## config.mk

```make
export PLATFORM = sky130hd
export DESIGN_NAME = synapse_delay_array
export DESIGN_NICKNAME = d
export VERILOG_FILES = /design/src/rtl/synapse_delay_array.sv
export SDC_FILE = /design/constraint.sdc
export NUM_CORES = 1
export LEC_CHECK = 0
export ABC_CLOCK_PERIOD_IN_PS = 12030
export BUFFER_PORTS_ARGS = -buffer_cell sky130_fd_sc_hd__buf_2
export CAP_MARGIN = 10
export CORE_ASPECT_RATIO = 1.2
export CORE_UTILIZATION = 45
export CTS_CLUSTER_DIAMETER = 120
export DETAILED_ROUTE_END_ITERATION = 12
export SLEW_MARGIN = 20
export SYNTH_ARGS = -nofsm -noshare
export SYNTH_HDL_FRONTEND = slang
export SYNTH_SLANG_ARGS = --single-unit
```

## constraint.sdc

```tcl
create_clock -name clk -period 12.03 [get_ports clk]
set_input_delay 0 -clock clk [delete_from_list [all_inputs] [get_ports clk]]
set_output_delay 0 -clock clk [all_outputs]
set_load 0.02 [all_outputs]
```

## src/rtl/synapse_delay_array.sv

```systemverilog
// synapse_delay_array: multi-channel synaptic delay line with per-channel
// delay and weight. Each channel shifts accepted spikes through a MAX_DELAY-bit
// line. The tap at line[delay-1] is registered onto spike_out. psc_out carries
// the summed weight of every channel whose tap fires in that cycle.
//
// Optional feature: define SYNAPSE_REFRACT_EN to add a per-channel refractory
// counter. After an accepted spike, input spikes on that channel are dropped
// for the next REFRACT cycles.
//
// Handshake: there is no valid/ready flow control. spike_in is level-sampled,
// so each cycle it is high counts as one spike. cfg_we is a single-cycle
// write strobe that is always accepted.
module synapse_delay_array #(
  parameter int N_CH           = 4,
  parameter int MAX_DELAY      = 8,
  parameter int WEIGHT_W       = 4,
  parameter int DEFAULT_DELAY  = 3,
  parameter int DEFAULT_WEIGHT = 1,
  parameter int REFRACT        = 2,
  localparam int CH_W  = (N_CH > 1) ? $clog2(N_CH) : 1,
  localparam int DLY_W = $clog2(MAX_DELAY + 1),
  localparam int PSC_W = WEIGHT_W + $clog2(N_CH + 1)
) (
  input  logic                clk,
  input  logic                reset,
  input  logic [N_CH-1:0]     spike_in,
  input  logic                cfg_we,
  input  logic [CH_W-1:0]     cfg_ch,
  input  logic [DLY_W-1:0]    cfg_delay,
  input  logic [WEIGHT_W-1:0] cfg_weight,
  output logic [N_CH-1:0]     spike_out,
  output logic [PSC_W-1:0]    psc_out,
  output logic [N_CH-1:0]     busy
);

  logic [MAX_DELAY-1:0] line     [N_CH];
  logic [DLY_W-1:0]     delay_q  [N_CH];
  logic [WEIGHT_W-1:0]  weight_q [N_CH];

  logic [N_CH-1:0]  cfg_hit;
  logic [N_CH-1:0]  refr_ok;
  logic [N_CH-1:0]  accept;
  logic [N_CH-1:0]  tap;
  logic [PSC_W-1:0] psc_next;
  logic [DLY_W-1:0] cfg_delay_clamped;

  // Decode the write target. An out-of-range cfg_ch matches no channel, so
  // the write is ignored.
  always_comb begin
    cfg_hit = '0;
    for (int i = 0; i < N_CH; i++) begin
      cfg_hit[i] = cfg_we && (cfg_ch == CH_W'(i));
    end
  end

  // Clamp the programmed delay into the legal range 1..MAX_DELAY.
  always_comb begin
    cfg_delay_clamped = cfg_delay;
    if (cfg_delay == '0) begin
      cfg_delay_clamped = DLY_W'(1);
    end else if (cfg_delay > DLY_W'(MAX_DELAY)) begin
      cfg_delay_clamped = DLY_W'(MAX_DELAY);
    end
  end

`ifdef SYNAPSE_REFRACT_EN
  localparam int RC_W = (REFRACT > 0) ? $clog2(REFRACT + 1) : 1;
  logic [RC_W-1:0] refr_cnt [N_CH];

  // Refractory counters: arm on an accepted spike, count down to zero, and
  // clear on a config write to the channel.
  always_ff @(posedge clk or posedge reset) begin
    if (reset) begin
      for (int i = 0; i < N_CH; i++) refr_cnt[i] <= '0;
    end else begin
      for (int i = 0; i < N_CH; i++) begin
        if (cfg_hit[i]) begin
          refr_cnt[i] <= '0;
        end else if (accept[i]) begin
          refr_cnt[i] <= RC_W'(REFRACT);
        end else if (refr_cnt[i] != '0) begin
          refr_cnt[i] <= refr_cnt[i] - 1'b1;
        end
      end
    end
  end

  // A channel may accept a spike only when its counter has expired.
  always_comb begin
    refr_ok = '0;
    for (int i = 0; i < N_CH; i++) refr_ok[i] = (refr_cnt[i] == '0);
  end
`else
  // No refractory gating in this build, so every sampled spike passes.
  // A negative REFRACT is meaningless and would block all input.
  if (REFRACT >= 0) begin : g_no_refract
    assign refr_ok = '1;
  end else begin : g_bad_refract
    assign refr_ok = '0;
  end
`endif

  // A spike that coincides with a write to its own channel is discarded.
  assign accept = spike_in & ~cfg_hit & refr_ok;

  // Output tap at line[delay-1], and busy as the OR of the live part of the line.
  always_comb begin
    tap  = '0;
    busy = '0;
    for (int i = 0; i < N_CH; i++) begin
      for (int k = 0; k < MAX_DELAY; k++) begin
        if (DLY_W'(k + 1) == delay_q[i]) tap[i] = line[i][k];
        if (DLY_W'(k + 1) <= delay_q[i]) busy[i] = busy[i] | line[i][k];
      end
    end
  end

  // Sum the weights of the channels whose tap fires. These are pre-write weights.
  always_comb begin
    psc_next = '0;
    for (int i = 0; i < N_CH; i++) begin
      if (tap[i]) psc_next = psc_next + PSC_W'(weight_q[i]);
    end
  end

  // Line shifting, config load with flush, and registered outputs. The
  // outputs use the pre-write tap. A flush therefore first shows up in the
  // following cycle.
  always_ff @(posedge clk or posedge reset) begin
    if (reset) begin
      spike_out <= '0;
      psc_out   <= '0;
      for (int i = 0; i < N_CH; i++) begin
        line[i]     <= '0;
        delay_q[i]  <= DLY_W'(DEFAULT_DELAY);
        weight_q[i] <= WEIGHT_W'(DEFAULT_WEIGHT);
      end
    end else begin
      spike_out <= tap;
      psc_out   <= psc_next;
      for (int i = 0; i < N_CH; i++) begin
        if (cfg_hit[i]) begin
          line[i]     <= '0;
          delay_q[i]  <= cfg_delay_clamped;
          weight_q[i] <= cfg_weight;
        end else begin
          line[i] <= {line[i][MAX_DELAY-2:0], accept[i]};
        end
      end
    end
  end

endmodule

```

==> metrics.md <==
| Metric | Value |
|---|---|
| Synth Net Count | 399 |
| Ys Warns | 0 |
| Final Max Slew Viols | 0 |
| Area Growth Syn to Fin | 13.3% |
| Starting DRT DRC Count | 150 |
| Worst-margin pin slew | 939 ps |
| Die ar. | 9170 um^2 |
| Sink Count | 75 |
| Gr ovfl total | 0 |
| Post CTS Setup Buffer Count | 0 |
| Vias in the first global route | 2675 |
| GRT met1 Usage | 25.1% |
| Vias | 2838 |
| Worst setup EP type | register |
| CP Launch Type | register |
| Layout cells sized above 1 | 22.4% |
| Total CTS buffers | 9 |
| Clock skew | 6.03 ps |
| Drt wl/cell | 14.9 um |
| CP Class | register to register |
| Clock Latency Late Sink | 350 ps |
| Leading cell type in the layout, fill and taps excluded | dfrtp_1 |
| Post-synth top area share | 39.9% |
| Largest cells by area after synthesis | dfrtp_1 40%, dfstp_2 8.0%, and2_1 5.5% |
| Global-route wire length before repair | 13100 um |
| # diodes | 0 |
| Clock Tree Root | clkbuf_8 |
| # DRC | 0 |
| Gr usage total | 18.9% |
| MaxCap Viol Count | 0 |
| Reg clk slew, reported paths | 70 ps |
| Gpl congestion | 0.845 |
| Final Cycle Share | 38.5% |
| Pleak | 2.05 nW |
| Post-layout min period | 4630 ps |
| Hold-critical path depth | 3 |
| Starting Density | 46.2% |
| Worst r2r path cells | 18 |
| Pin count of the biggest net entering global routing | 76 |
| RSZ-0062 raised after global routing | false |
| Synth Register Bits | 75 |
| Slew Limit Headroom | 37.4% |
| Final core occ | 52.3% |
| Mapped Avg Cell Area | 10.8 um^2 |
| GR peak layer | met2 |
| Worst Hold Class | input port to register |
| Post-synth EDFFs | 0 |
| CTS tree | done |
| Worst EP required | 12250 ps |
| Ys async rst share | 100% |
| Synth Flop Type | dfrtp_1 |
| Die Span Y | 105 um |
| Die W | 87.6 um |
| IO buf count | 31 |
| First-pass DRT Iterations | 4 |
| CTS resizes | 0 |
| Cell taking the most area after synthesis | dfrtp_1 |
| Worst Path Max Fanout | 10 |
| Antenna violations before repair | 0 |
| Post-synthesis sequential area ratio | 47.8% |
| Core area | 8560 um^2 |
| H-tree levels | 3 |
| Post-Synthesis Cells | 366 |
| Met3 Use GR | 3.63% |
| CTS Buffer Depth | 2 |
| Most frequent cells in the layout | 63 x dfrtp_1, 40 x nand2_1, 35 x and2_1 |
| Worst vdd ir | 0.0647 mV |
| FF/Latch Area | 1890 um^2 |
| Grt met2 use | 30.0% |
| Final hold violations | 0 |
| Vias per cell | 5.38 |
| Fin nets | 440 |
| Post-Syn Area | 3960 um^2 |
| DP HPWL | 5480 um |
| Cell variety after synth | 59 |
| Post-route ant nets | 0 |
| WL final | 7860 um |
| Final setup viols | 0 |
| Layout filler cell count | 773 |
| Setup TNS | 0 ps |
| Cell Pwr Density | 156 nW/um^2 |
| Max Clk Rate | 0.216 GHz |
| Boundary Pins | 32 |
| Critical Path AT | 4860 ps |
| # rows | 37 |
| Multi-input logic area | 1940 um^2 |
| Outcome | finished, final reports clean |
==> sequential cells by signal (all words and copies together), names as in the netlist <==
signal and count:
spike_out 4, weight_q 16, psc_out 7, delay_q 16
line 32
==> final timing paths <==
| path | startpoint | endpoint | slack (ps) |
|---|---|---|---|
| worst max-delay path | delay_q[13]$_DFFE_PP1P_ | psc_out[5]$_DFF_PP0_ | 7400 |
| worst min-delay path | cfg_delay[2] | delay_q[2]$_DFFE_PP0P_ | 40 |
| worst max register to register | delay_q[13]$_DFFE_PP1P_ | psc_out[5]$_DFF_PP0_ | 7400 |
| worst min register to register | weight_q[12]$_DFFE_PP1P_ | weight_q[12]$_DFFE_PP1P_ | 480 |
| max in group asynchronous | reset | spike_out[0]$_DFF_PP0_ | 10920 |
| min in group asynchronous | reset | delay_q[2]$_DFFE_PP0P_ | 480 |
==> critical path, cell delays in order, from the launching register on <==
cell and delay [ps]:
dfstp_2 650, mux2_4 340, a221oi_4 330, o311ai_4 150, and2_4 190, ha_1 190
inv_1 80, fa_1 440, a21oi_1 130, nor2b_1 100, fa_1 490, mux2i_1 260
ha_1 290, a21o_1 160, a21oi_1 210, nor2b_1 70, o21ai_1 210, a311o_1 150
o211ai_1 70
==> metrics by stage <==
step	power (W)	hold slack, ps	cell area (um^2)	setup WS, ps	std cells
after CTS	0.000709	25.9	4480	7380	528
after floorplan	0.000478	83.0	3960	7750	366
after global routing	0.000743	51.2	4480	7090	528
after global placement	0.000523	206	4200	7580	502
final	0.000700	37.4	4480	7400	528
after detailed placement	0.000530	210	4200	7440	502
==> metal layers <==
metal	up-vias	part of all wire, %
met5	-	0
met4	0	2.0
met3	11	3.2
met2	45	49
met1	1394	46
li1	1388	-
==> cell type report <==
class	instances	area share [%]
Clock inverter	3	0.335
Clock buffer	12	3.46
Inverter	14	1.17
Sequential cell	75	42.2
Timing Repair Buffer	44	6.25
Tap cell	117	3.27
Multi-Input combinational cell	263	43.3
==> logic make-up after synthesis <==
family,Yosys count,share of synthesized area (%)
xor+xnor,7,1.55
compound gates,76,14.4
fa+ha+maj,16,5.63
simple gates,136,19.1
buf+inv,28,3.10
flops,75,47.8
mux,28,8.38
==> Yosys cell counts (6+ instances only) <==
library cell / n
a21oi_1: 13
and2_1: 35
clkbuf_1: 7
dfrtp_1: 63
dfstp_2: 12
ha_1: 13
inv_1: 13
mux2_2: 19
nand2_1: 40
nand2b_1: 7
nand3_1: 10
nand3b_1: 6
nor2_1: 8
nor2b_1: 7
o21a_1: 9
o21ai_0: 21
==> timing repair <==
item	4_1_cts	5_1_grt
endpoints found under the setup margin	0	0
hold endpoints to repair	87	0
hold buffers	11	0
==> report_power, final <==
part           total, W  leakage (nW)  switching [W]  internal (W)
sequential     0.000327         0.921      0.0000346      0.000292
clock          0.000173        0.0920      0.0000890     0.0000841
combinational  0.000200          1.04       0.000106     0.0000938
total          0.000700          2.05       0.000229      0.000470
(Power assumes the default switching activity.)
